==> config.mk <==
export PLATFORM = sky130hd
export DESIGN_NAME = hazard_ctrl
export DESIGN_NICKNAME = d
export VERILOG_FILES = /design/src/rtl/hazard_ctrl.sv
export SDC_FILE = /design/constraint.sdc
export NUM_CORES = 1
export LEC_CHECK = 0
export ABC_AREA = 0
export CAP_MARGIN = 20
export CORE_MARGIN = 5
export CORE_UTILIZATION = 44
export CTS_CLUSTER_SIZE = 20
export DETAILED_ROUTE_END_ITERATION = 8
export GPL_TIMING_DRIVEN = 0
export PLACE_DENSITY = 0.81
export SYNTH_ARGS = -nofsm -noshare
export SYNTH_HDL_FRONTEND = slang
export SYNTH_SLANG_ARGS = --single-unit
==> constraint.sdc <==
create_clock -name clk_i -period 1.8 [get_ports clk_i]
set_input_delay 0.18 -clock clk_i [delete_from_list [all_inputs] [get_ports clk_i]]
set_output_delay 0.18 -clock clk_i [all_outputs]
set_load 0.02 [all_outputs]
==> src/rtl/hazard_ctrl.sv <==
// Pipeline hazard controller: load-use bubbles, branch flushes and a
// multi-cycle multiply/divide freeze, with a saturating stall counter.
module hazard_ctrl #(
  parameter int MDU_LAT = 4,
  parameter int CNT_W   = 16
) (
  input  logic             clk_i,
  input  logic             rst_n_i,
  input  logic [4:0]       IF_ID_Rs_i,
  input  logic [4:0]       IF_ID_Rt_i,
  input  logic             ID_EX_MemRead_i,
  input  logic [4:0]       ID_EX_Rt_i,
  input  logic             mdu_start_i,
  input  logic             branch_taken_i,
  output logic             PC_write_o,
  output logic             IF_ID_write_o,
  output logic             IF_flush_o,
  output logic             ctrl_bubble_o,
  output logic             ID_EX_hold_o,
  output logic             mdu_busy_o,
  output logic [CNT_W-1:0] stall_cnt_o
);

  typedef enum logic {RUN = 1'b0, MDU = 1'b1} state_t;

  localparam logic [3:0] MDU_LOAD = 4'(MDU_LAT - 2);

  state_t           state_q, state_d;
  logic [3:0]       mdu_cnt_q, mdu_cnt_d;
  logic [CNT_W-1:0] stall_cnt_q, stall_cnt_d;
  logic             mdu_busy_q;
  logic             lu_hazard;
  logic             run_decode;

  // Register 0 is hardwired zero, so a load into it can never create a hazard.
  assign lu_hazard = ID_EX_MemRead_i && (ID_EX_Rt_i != 5'd0) &&
                     ((ID_EX_Rt_i == IF_ID_Rs_i) || (ID_EX_Rt_i == IF_ID_Rt_i));

  // A reset cycle decodes as RUN even if the registered state is still MDU.
  assign run_decode = !rst_n_i || (state_q == RUN);

  always_comb begin
    PC_write_o    = 1'b1;
    IF_ID_write_o = 1'b1;
    IF_flush_o    = 1'b0;
    ctrl_bubble_o = 1'b0;
    ID_EX_hold_o  = 1'b0;
    state_d       = state_q;
    mdu_cnt_d     = mdu_cnt_q;
    if (run_decode) begin
      if (mdu_start_i) begin
        PC_write_o    = 1'b0;
        IF_ID_write_o = 1'b0;
        ID_EX_hold_o  = 1'b1;
        // With the minimum latency the start cycle alone is the whole freeze.
        if (MDU_LOAD != 4'd0) begin
          state_d   = MDU;
          mdu_cnt_d = MDU_LOAD;
        end
      end else if (lu_hazard) begin
        PC_write_o    = 1'b0;
        IF_ID_write_o = 1'b0;
        ctrl_bubble_o = 1'b1;
      end else begin
        IF_flush_o = branch_taken_i;
      end
    end else begin
      PC_write_o    = 1'b0;
      IF_ID_write_o = 1'b0;
      ID_EX_hold_o  = 1'b1;
      mdu_cnt_d     = mdu_cnt_q - 4'd1;
      if (mdu_cnt_d == 4'd0) begin
        state_d = RUN;
      end
    end
  end

  assign stall_cnt_d = (!PC_write_o && (stall_cnt_q != {CNT_W{1'b1}}))
                     ? stall_cnt_q + {{(CNT_W-1){1'b0}}, 1'b1}
                     : stall_cnt_q;

  always_ff @(posedge clk_i) begin
    if (!rst_n_i) begin
      state_q     <= RUN;
      mdu_cnt_q   <= 4'd0;
      stall_cnt_q <= '0;
      mdu_busy_q  <= 1'b0;
    end else begin
      state_q     <= state_d;
      mdu_cnt_q   <= mdu_cnt_d;
      stall_cnt_q <= stall_cnt_d;
      mdu_busy_q  <= (state_d == MDU);
    end
  end

  assign mdu_busy_o  = mdu_busy_q;
  assign stall_cnt_o = stall_cnt_q;

endmodule

==> results.sh, run 1 <==
export IMPL_hold_viol=0
export IMPL_cpPeakStageDelay_ns=0.51
export IMPL_criticalPathCategory="primary input to output port"
export IMPL_synthMostInstantiatedCell="nand2_1"
export IMPL_ant_nets=0
export IMPL_num_antenna_cells=0
export IMPL_grt_first_pass_wirelength_um=7330
export IMPL_fmax_ghz=0.572
export IMPL_nNetsFinal=280
export IMPL_netlist_instances=200
export IMPL_crit_path_top_delay_cell="or4_4"
export IMPL_slew_headroom_pct=61.3
export IMPL_ctsHoldBuffers=0
export IMPL_fin_setup_tns_ns=0
export IMPL_yosysTopAreaCellShare_pct=27.1
export IMPL_drive_gt1_share_pct=26.2
export IMPL_synthAdderAreaFrac_pct=2.42
export IMPL_rows=21
export IMPL_synth_main_ff_cell="dfxtp_1"
export IMPL_muxShareOfSynthArea_pct=11.7
export IMPL_grt_usage_pct=17.9
export IMPL_initial_core_util_pct=46.1
export IMPL_worstPathCellList="clkdlybuf4s15_1 -> or4_4 -> o21a_4 -> nand2b_4 -> and2_4 -> buf_4 -> buf_6"
export IMPL_synthToLayoutAreaGrowth_pct=45.2
export IMPL_synth_top_family_by_area="simple AND/OR/NAND/NOR gates"
export IMPL_overflow=0
export IMPL_reg2reg_depth=6
export IMPL_port_buffers=40
export IMPL_die_w_um=69.4
export IMPL_synthXorXnorAreaFrac_pct=6.77
export IMPL_fill_cells=293
export IMPL_synthTopCellsByCount="nand2_1, dfxtp_1, mux2i_1"
export IMPL_hold_path_depth=3
export IMPL_clock_latency_ns=0.32
export IMPL_r2r_start="stall_cnt_o[11]"
export IMPL_cts_max_level=1
export IMPL_cp_startpoint="ID_EX_Rt_i[3]"
export IMPL_yosysWarningCount=0
export IMPL_r2r_setup_slack_ns=0.10
export IMPL_hp_start="rst_n_i"
export IMPL_status="completed"
export IMPL_first_iter_violations=109
export IMPL_syn_num_nets=223
export IMPL_critical_path_arrival_ns=1.57
export IMPL_dr_pass1_iters=4
export IMPL_synth_async_sr_flop_share_pct=0
export IMPL_synth_compound_area_share_pct=11.1
export IMPL_ioPinCount=42
export IMPL_synth_simple_gate_area_share_pct=35.2
export IMPL_wirelength_um=4350
export IMPL_end_kind="output port"
export IMPL_final_util_pct=67.0
export IMPL_synth_area_leader_cell="dfxtp_1"
export IMPL_rsz0062_at_grt="false"
export IMPL_synth_seq_area_share_pct=27.1
export IMPL_fin_crit_ns=1.75
export IMPL_synth_edf_count=0
export IMPL_critPathLaunchType="primary input"
export IMPL_synthDistinctLibCells=38
export IMPL_cts_tree="done"
export IMPL_min_path_type="primary input to flop"
export IMPL_cp_required_ns=1.62
export IMPL_synth_seq_cells=21
export IMPL_cap_violations=0
export IMPL_syn_avg_cell_area_um2=7.76
export IMPL_wl_per_cell_um=14.4
export IMPL_p_leak_nw=0.888
export IMPL_clk_pin_slew_ns=0.13
export IMPL_ctsLongestPathBuffers=2
export IMPL_cts_buffers_inserted=3
export IMPL_clkSinkCount=21
export IMPL_hpwl_um=3120
export IMPL_finClkSkew_ns=0.00769
export IMPL_die_area_um2=4810
export IMPL_core_um2=3360
export IMPL_ir_worst_vdd_mv=0.400
export IMPL_gp_congestion=0.974
export IMPL_fin_crit_sh_pct=97.1
export IMPL_num_vias=1699
export IMPL_root_buffer="clkbuf_4"
export IMPL_synthesis_area_um2=1550
export IMPL_critPathMaxFanout=4
export IMPL_drc_errors=0
export IMPL_vias_per_cell=5.63
export IMPL_worst_pin_slew_ns=0.580
export IMPL_setup_viol=0
export IMPL_p_per_area_nw_per_um2=445
export IMPL_antenna_found_initial=0
export IMPL_synth_top_cells_by_area="dfxtp_1, mux2i_1, nand2_1"
export IMPL_slew_violations=0
export IMPL_die_y_um=69.4
export IMPL_first_global_vias=1585
export IMPL_grt_max_degree=13
-- layer usage --
layer / share of wire (%) / wire length, µm / global-route usage, % / up-vias
li1: - / - / - / 829
met1: 44 / 1910 / 23.3 / 793
met2: 48 / 2070 / 29.8 / 73
met3: 8.1 / 353 / 4.06 / 4
met4: 0.53 / 23 / 4.77 / 0
met5: 0 / 0 / 0 / -
-- worst max-delay path: cells and delay by family --
family                 cells  cell delay [ns]
AOI/OAI and AO/OA          1             0.23
buffers and inverters      3             0.43
and+or+nand+nor            3             0.73
-- state kept, by name (all words and copies together), names as in the netlist --
name,cells
mdu_cnt_q,4
mdu_busy_o,1
stall_cnt_o,16
-- placed cells by master, fill, tap and decap left out, types with 4 or more instances in the layout --
| cell type | Yosys | routed |
|---|---|---|
| nand4_1 | 14 | 14 |
| buf_4 | 1 | 17 |
| o21ai_1 | 10 | 8 |
| clkbuf_4 | 0 | 4 |
| nor2_1 | 9 | 7 |
| mux2i_1 | 17 | 17 |
| nor3_1 | 6 | 5 |
| inv_1 | 6 | 6 |
| nand2_1 | 26 | 26 |
| and2_1 | 5 | 4 |
| clkbuf_1 | 6 | 4 |
| dfxtp_1 | 21 | 5 |
| dlygate4sd2_1 | 0 | 7 |
| nand2b_1 | 15 | 14 |
| dlymetal6s2s_1 | 0 | 5 |
| buf_2 | 2 | 4 |
| xor2_1 | 10 | 10 |
| clkdlybuf4s50_1 | 0 | 20 |
| dfxtp_4 | 0 | 8 |
| dfxtp_2 | 0 | 8 |
| nand3_1 | 14 | 14 |
-- path summary, 6_finish.rpt --
path / endpoint
hold reg to reg: stall_cnt_o[10]
setup / recovery: PC_write_o
hold / removal: stall_cnt_o[6]
setup reg to reg: stall_cnt_o[14]
-- logic make-up after synthesis --
kind of cell    count (synthesis)
xor+xnor                       12
buf+inv                        18
flops                          21
compound gates                 26
simple gates                  102
fa+ha+maj                       3
mux                            18
-- metrics by stage --
| step | instance area [µm²] | setup slack (ns) | cells | hold slack [ns] | power [W] |
|---|---|---|---|---|---|
| 2_1_floorplan | 1580 | 0.00199 | 200 | 0.325 | 0.000645 |
| 3_3_place_gp | 2030 | -0.821 | 286 | 0.473 | 0.000745 |
| 3_5_place_dp | 2030 | -0.840 | 286 | 0.477 | 0.000750 |
| 4_1_cts | 2150 | 0.00160 | 296 | 0.343 | 0.00100 |
| 5_1_grt | 2250 | 0.0123 | 302 | 0.358 | 0.00105 |
| 6_report | 2250 | 0.0530 | 302 | 0.354 | 0.00100 |
-- report_power, final --
part	total (W)	switching [W]	internal (W)
clock network	0.000241	0.000158	0.0000832
logic	0.000274	0.000139	0.000134
registers	0.000488	0.0000155	0.000472
-- area by class of cell --
type | instances | area, µm² | share of cell area [%]
Buffer | 10 | 62.6 | 2.78
Clock buffer | 3 | 22.5 | 1.00
Clock inverter | 1 | 5.00 | 0.222
Inverter | 6 | 22.5 | 1.00
Multi-Input combinational cell | 161 | 1140 | 50.4
Sequential cell | 21 | 460 | 20.4
Tap cell | 46 | 57.6 | 2.56
Timing Repair Buffer | 54 | 485 | 21.6
-- repair_timing --
action	CTS	global route
gates resized for setup	52	30
setup endpoints to repair	20	21
buffers inserted	7	7
gates cloned	0	0
pin swaps	6	10
(Power assumes the default switching activity.)
==> run 2: changes to the inputs <==
--- a/config.mk
+++ b/config.mk
@@ -8,11 +8,12 @@
 export ABC_AREA = 0
 export CAP_MARGIN = 20
 export CORE_MARGIN = 5
-export CORE_UTILIZATION = 44
+export CORE_UTILIZATION = 45
+export CTS_BUF_LIST = sky130_fd_sc_hd__clkbuf_8
 export CTS_CLUSTER_SIZE = 20
 export DETAILED_ROUTE_END_ITERATION = 8
 export GPL_TIMING_DRIVEN = 0
-export PLACE_DENSITY = 0.81
+export PLACE_DENSITY = 0.8
 export SYNTH_ARGS = -nofsm -noshare
 export SYNTH_HDL_FRONTEND = slang
 export SYNTH_SLANG_ARGS = --single-unit
==> constraint.sdc (replaced) <==
create_clock -name clk_i -period 1.8 [get_ports clk_i]
set_input_delay 0.18 -clock clk_i [delete_from_list [all_inputs] [get_ports clk_i]]
set_output_delay 0.18 -clock clk_i [all_outputs]
set_load 0.05 [all_outputs]
==> run 2 against run 1 <==
Setup slack got worse by 0.013 ns. Die area shrank 1.9%. Clock skew decreased by 0.0061 ns. Critical path type is now flop to flop. Critical endpoint is now stall_cnt_o[13].
==> results.sh, run 2 (synthesis results as in run 1) <==
export IMPL_drive_gt1_share_pct=24.3
export IMPL_cts_tree="done"
export IMPL_synthToLayoutAreaGrowth_pct=43.5
export IMPL_hold_viol=0
export IMPL_dr_pass1_iters=5
export IMPL_fmax_ghz=0.568
export IMPL_cap_violations=0
export IMPL_critical_path_arrival_ns=1.91
export IMPL_end_kind="flop"
export IMPL_worst_pin_slew_ns=0.520
export IMPL_clock_latency_ns=0.27
export IMPL_ctsHoldBuffers=0
export IMPL_vias_per_cell=5.63
export IMPL_place_ws_ns=-1.12
export IMPL_status="completed"
export IMPL_setup_viol=0
export IMPL_combinationalPowerShare_pct=26.5
export IMPL_final_common_cell="nand2_1"
export IMPL_criticalPathCategory="flop to flop"
export IMPL_critPathBufInv=0
export IMPL_min_path_type="primary input to flop"
export IMPL_cts_max_level=1
export IMPL_root_buffer="clkbuf_8"
export IMPL_slew_violations=0
export IMPL_clkSinkCount=21
export IMPL_initial_core_util_pct=46.5
export IMPL_grt_first_pass_wirelength_um=6930
export IMPL_nNetsFinal=271
export IMPL_p_clk_share_pct=29.4
export IMPL_die_y_um=68.7
export IMPL_overflow=0
export IMPL_finClkSkew_ns=0.00155
export IMPL_rows=21
export IMPL_netSwitchingPower_w=0.000357
export IMPL_first_global_vias=1491
export IMPL_antenna_found_initial=0
export IMPL_hpwl_um=3160
export IMPL_worstPathCellList="nand3_1 -> nor2_1 -> o211ai_1 -> mux2i_1 -> o311ai_1"
export IMPL_p_leak_nw=0.887
export IMPL_p_per_area_nw_per_um2=499
export IMPL_critPathMaxFanout=8
export IMPL_critPathLaunchType="flop"
export IMPL_grt_usage_pct=19.2
export IMPL_ant_nets=0
export IMPL_p_int_w=0.000755
export IMPL_port_buffers=40
export IMPL_path_delay_family="simple AND/OR/NAND/NOR gates"
export IMPL_setup_ws_ns=0.0395
export IMPL_core_um2=3340
export IMPL_die_area_um2=4720
export IMPL_drc_errors=0
export IMPL_cts_buffers_inserted=3
export IMPL_numPlacedInstances=286
export IMPL_finalNonFillerCells=293
export IMPL_num_antenna_cells=0
export IMPL_wirelength_um=4460
export IMPL_ioPinCount=42
export IMPL_die_w_um=68.7
export IMPL_clk_pin_slew_ns=0.08
export IMPL_switching_share_pct=32.1
export IMPL_cpPeakStageDelay_ns=0.46
export IMPL_rsz0062_at_grt="true"
export IMPL_share_seq_of_total_power_pct=44.1
export IMPL_crit_path_top_delay_cell="nor2_1"
export IMPL_fin_crit_sh_pct=97.8
export IMPL_gp_congestion=0.914
export IMPL_cp_required_ns=1.94
export IMPL_fin_crit_ns=1.76
export IMPL_grt_max_degree=14
export IMPL_largest_reg_flops=16
export IMPL_slew_headroom_pct=65.3
export IMPL_num_vias=1650
export IMPL_fill_cells=289
export IMPL_ir_worst_vdd_mv=0.466
export IMPL_layout_common_cells="nand2_1, clkdlybuf4s50_1, mux2i_1"
export IMPL_wl_per_cell_um=15.2
export IMPL_ctsLongestPathBuffers=2
export IMPL_first_iter_violations=70
==> run 2: changes by cell type in the layout (fill, tap and decap cells not counted), sizes merged <==
cell / delta
buf: -10
inv: +1
clkdlybuf4s15: -1
dlymetal6s2s: +3
clkinv: -1
dlygate4sd2: -2
clkbuf: +2
clkdlybuf4s50: -1
==> run 2: area by class of cell <==
| type | instances | area [µm²] | area share, % |
|---|---|---|---|
| Buffer | 10 | 63.8 | 2.87 |
| Clock buffer | 3 | 41.3 | 1.85 |
| Clock inverter | 1 | 6.26 | 0.281 |
| Inverter | 6 | 22.5 | 1.01 |
| Multi-Input combinational cell | 161 | 1130 | 50.7 |
| Sequential cell | 21 | 464 | 20.8 |
| Tap cell | 46 | 57.6 | 2.58 |
| Timing Repair Buffer | 45 | 443 | 19.9 |
==> run 2: layer usage <==
metal | vias up | wire length [µm] | global-route usage, %
met5 | - | 0 | 0
li1 | 807 | - | -
met2 | 69 | 2170 | 32.2
met1 | 769 | 1810 | 23.9
met4 | 0 | 39 | 7.06
met3 | 5 | 443 | 4.21
==> run 2: repair_timing <==
action / 4_1_cts / 5_1_grt
endpoints found under the setup margin: 15 / 18
pin swaps: 6 / 5
resized for setup: 52 / 21
buffers inserted: 4 / 1
==> run 2: metrics by stage <==
stage | util (%) | TNS [ns] | hold WS (ns) | power, W | area (µm²)
detailed placement | 62.8 | -9.77 | 0.475 | 0.000780 | 2100
global placement | 62.8 | -9.59 | 0.470 | 0.000773 | 2100
floorplan | - | 0 | 0.325 | 0.000673 | 1640
global route | 66.7 | -0.0997 | 0.426 | 0.00117 | 2230
finish | 66.7 | 0 | 0.388 | 0.00111 | 2230
CTS | 66.2 | -0.0293 | 0.372 | 0.00112 | 2210
==> run 2: power by group through the flow <==
stage                     sequential (W)  clock, W  combinational (W)
after global routing            0.000494  0.000361           0.000316
after global placement          0.000497         0           0.000276
after detailed placement        0.000498         0           0.000282
final                           0.000490  0.000327           0.000295
after CTS                       0.000487  0.000334           0.000298
after floorplan                 0.000523         0           0.000150
==> run 2: path summary, 6_finish.rpt <==
| kind | depth (start not counted) | endpoint | startpoint | slack, ns |
|---|---|---|---|---|
| setup / recovery | 5 | stall_cnt_o[13] | stall_cnt_o[3] | 0.04 |
| hold / removal | 3 | stall_cnt_o[0] | rst_n_i | 0.39 |
| setup reg to reg | 5 | stall_cnt_o[13] | stall_cnt_o[3] | 0.04 |
| hold reg to reg | 2 | stall_cnt_o[15] | stall_cnt_o[15] | 0.49 |
==> run 2: worst register-to-register path, stage by stage, from the launching register on <==
cell and delay [ns]:
dfxtp_2 0.42, nand3_1 0.21, nor2_1 0.46, o211ai_1 0.24, mux2i_1 0.20, o311ai_1 0.11
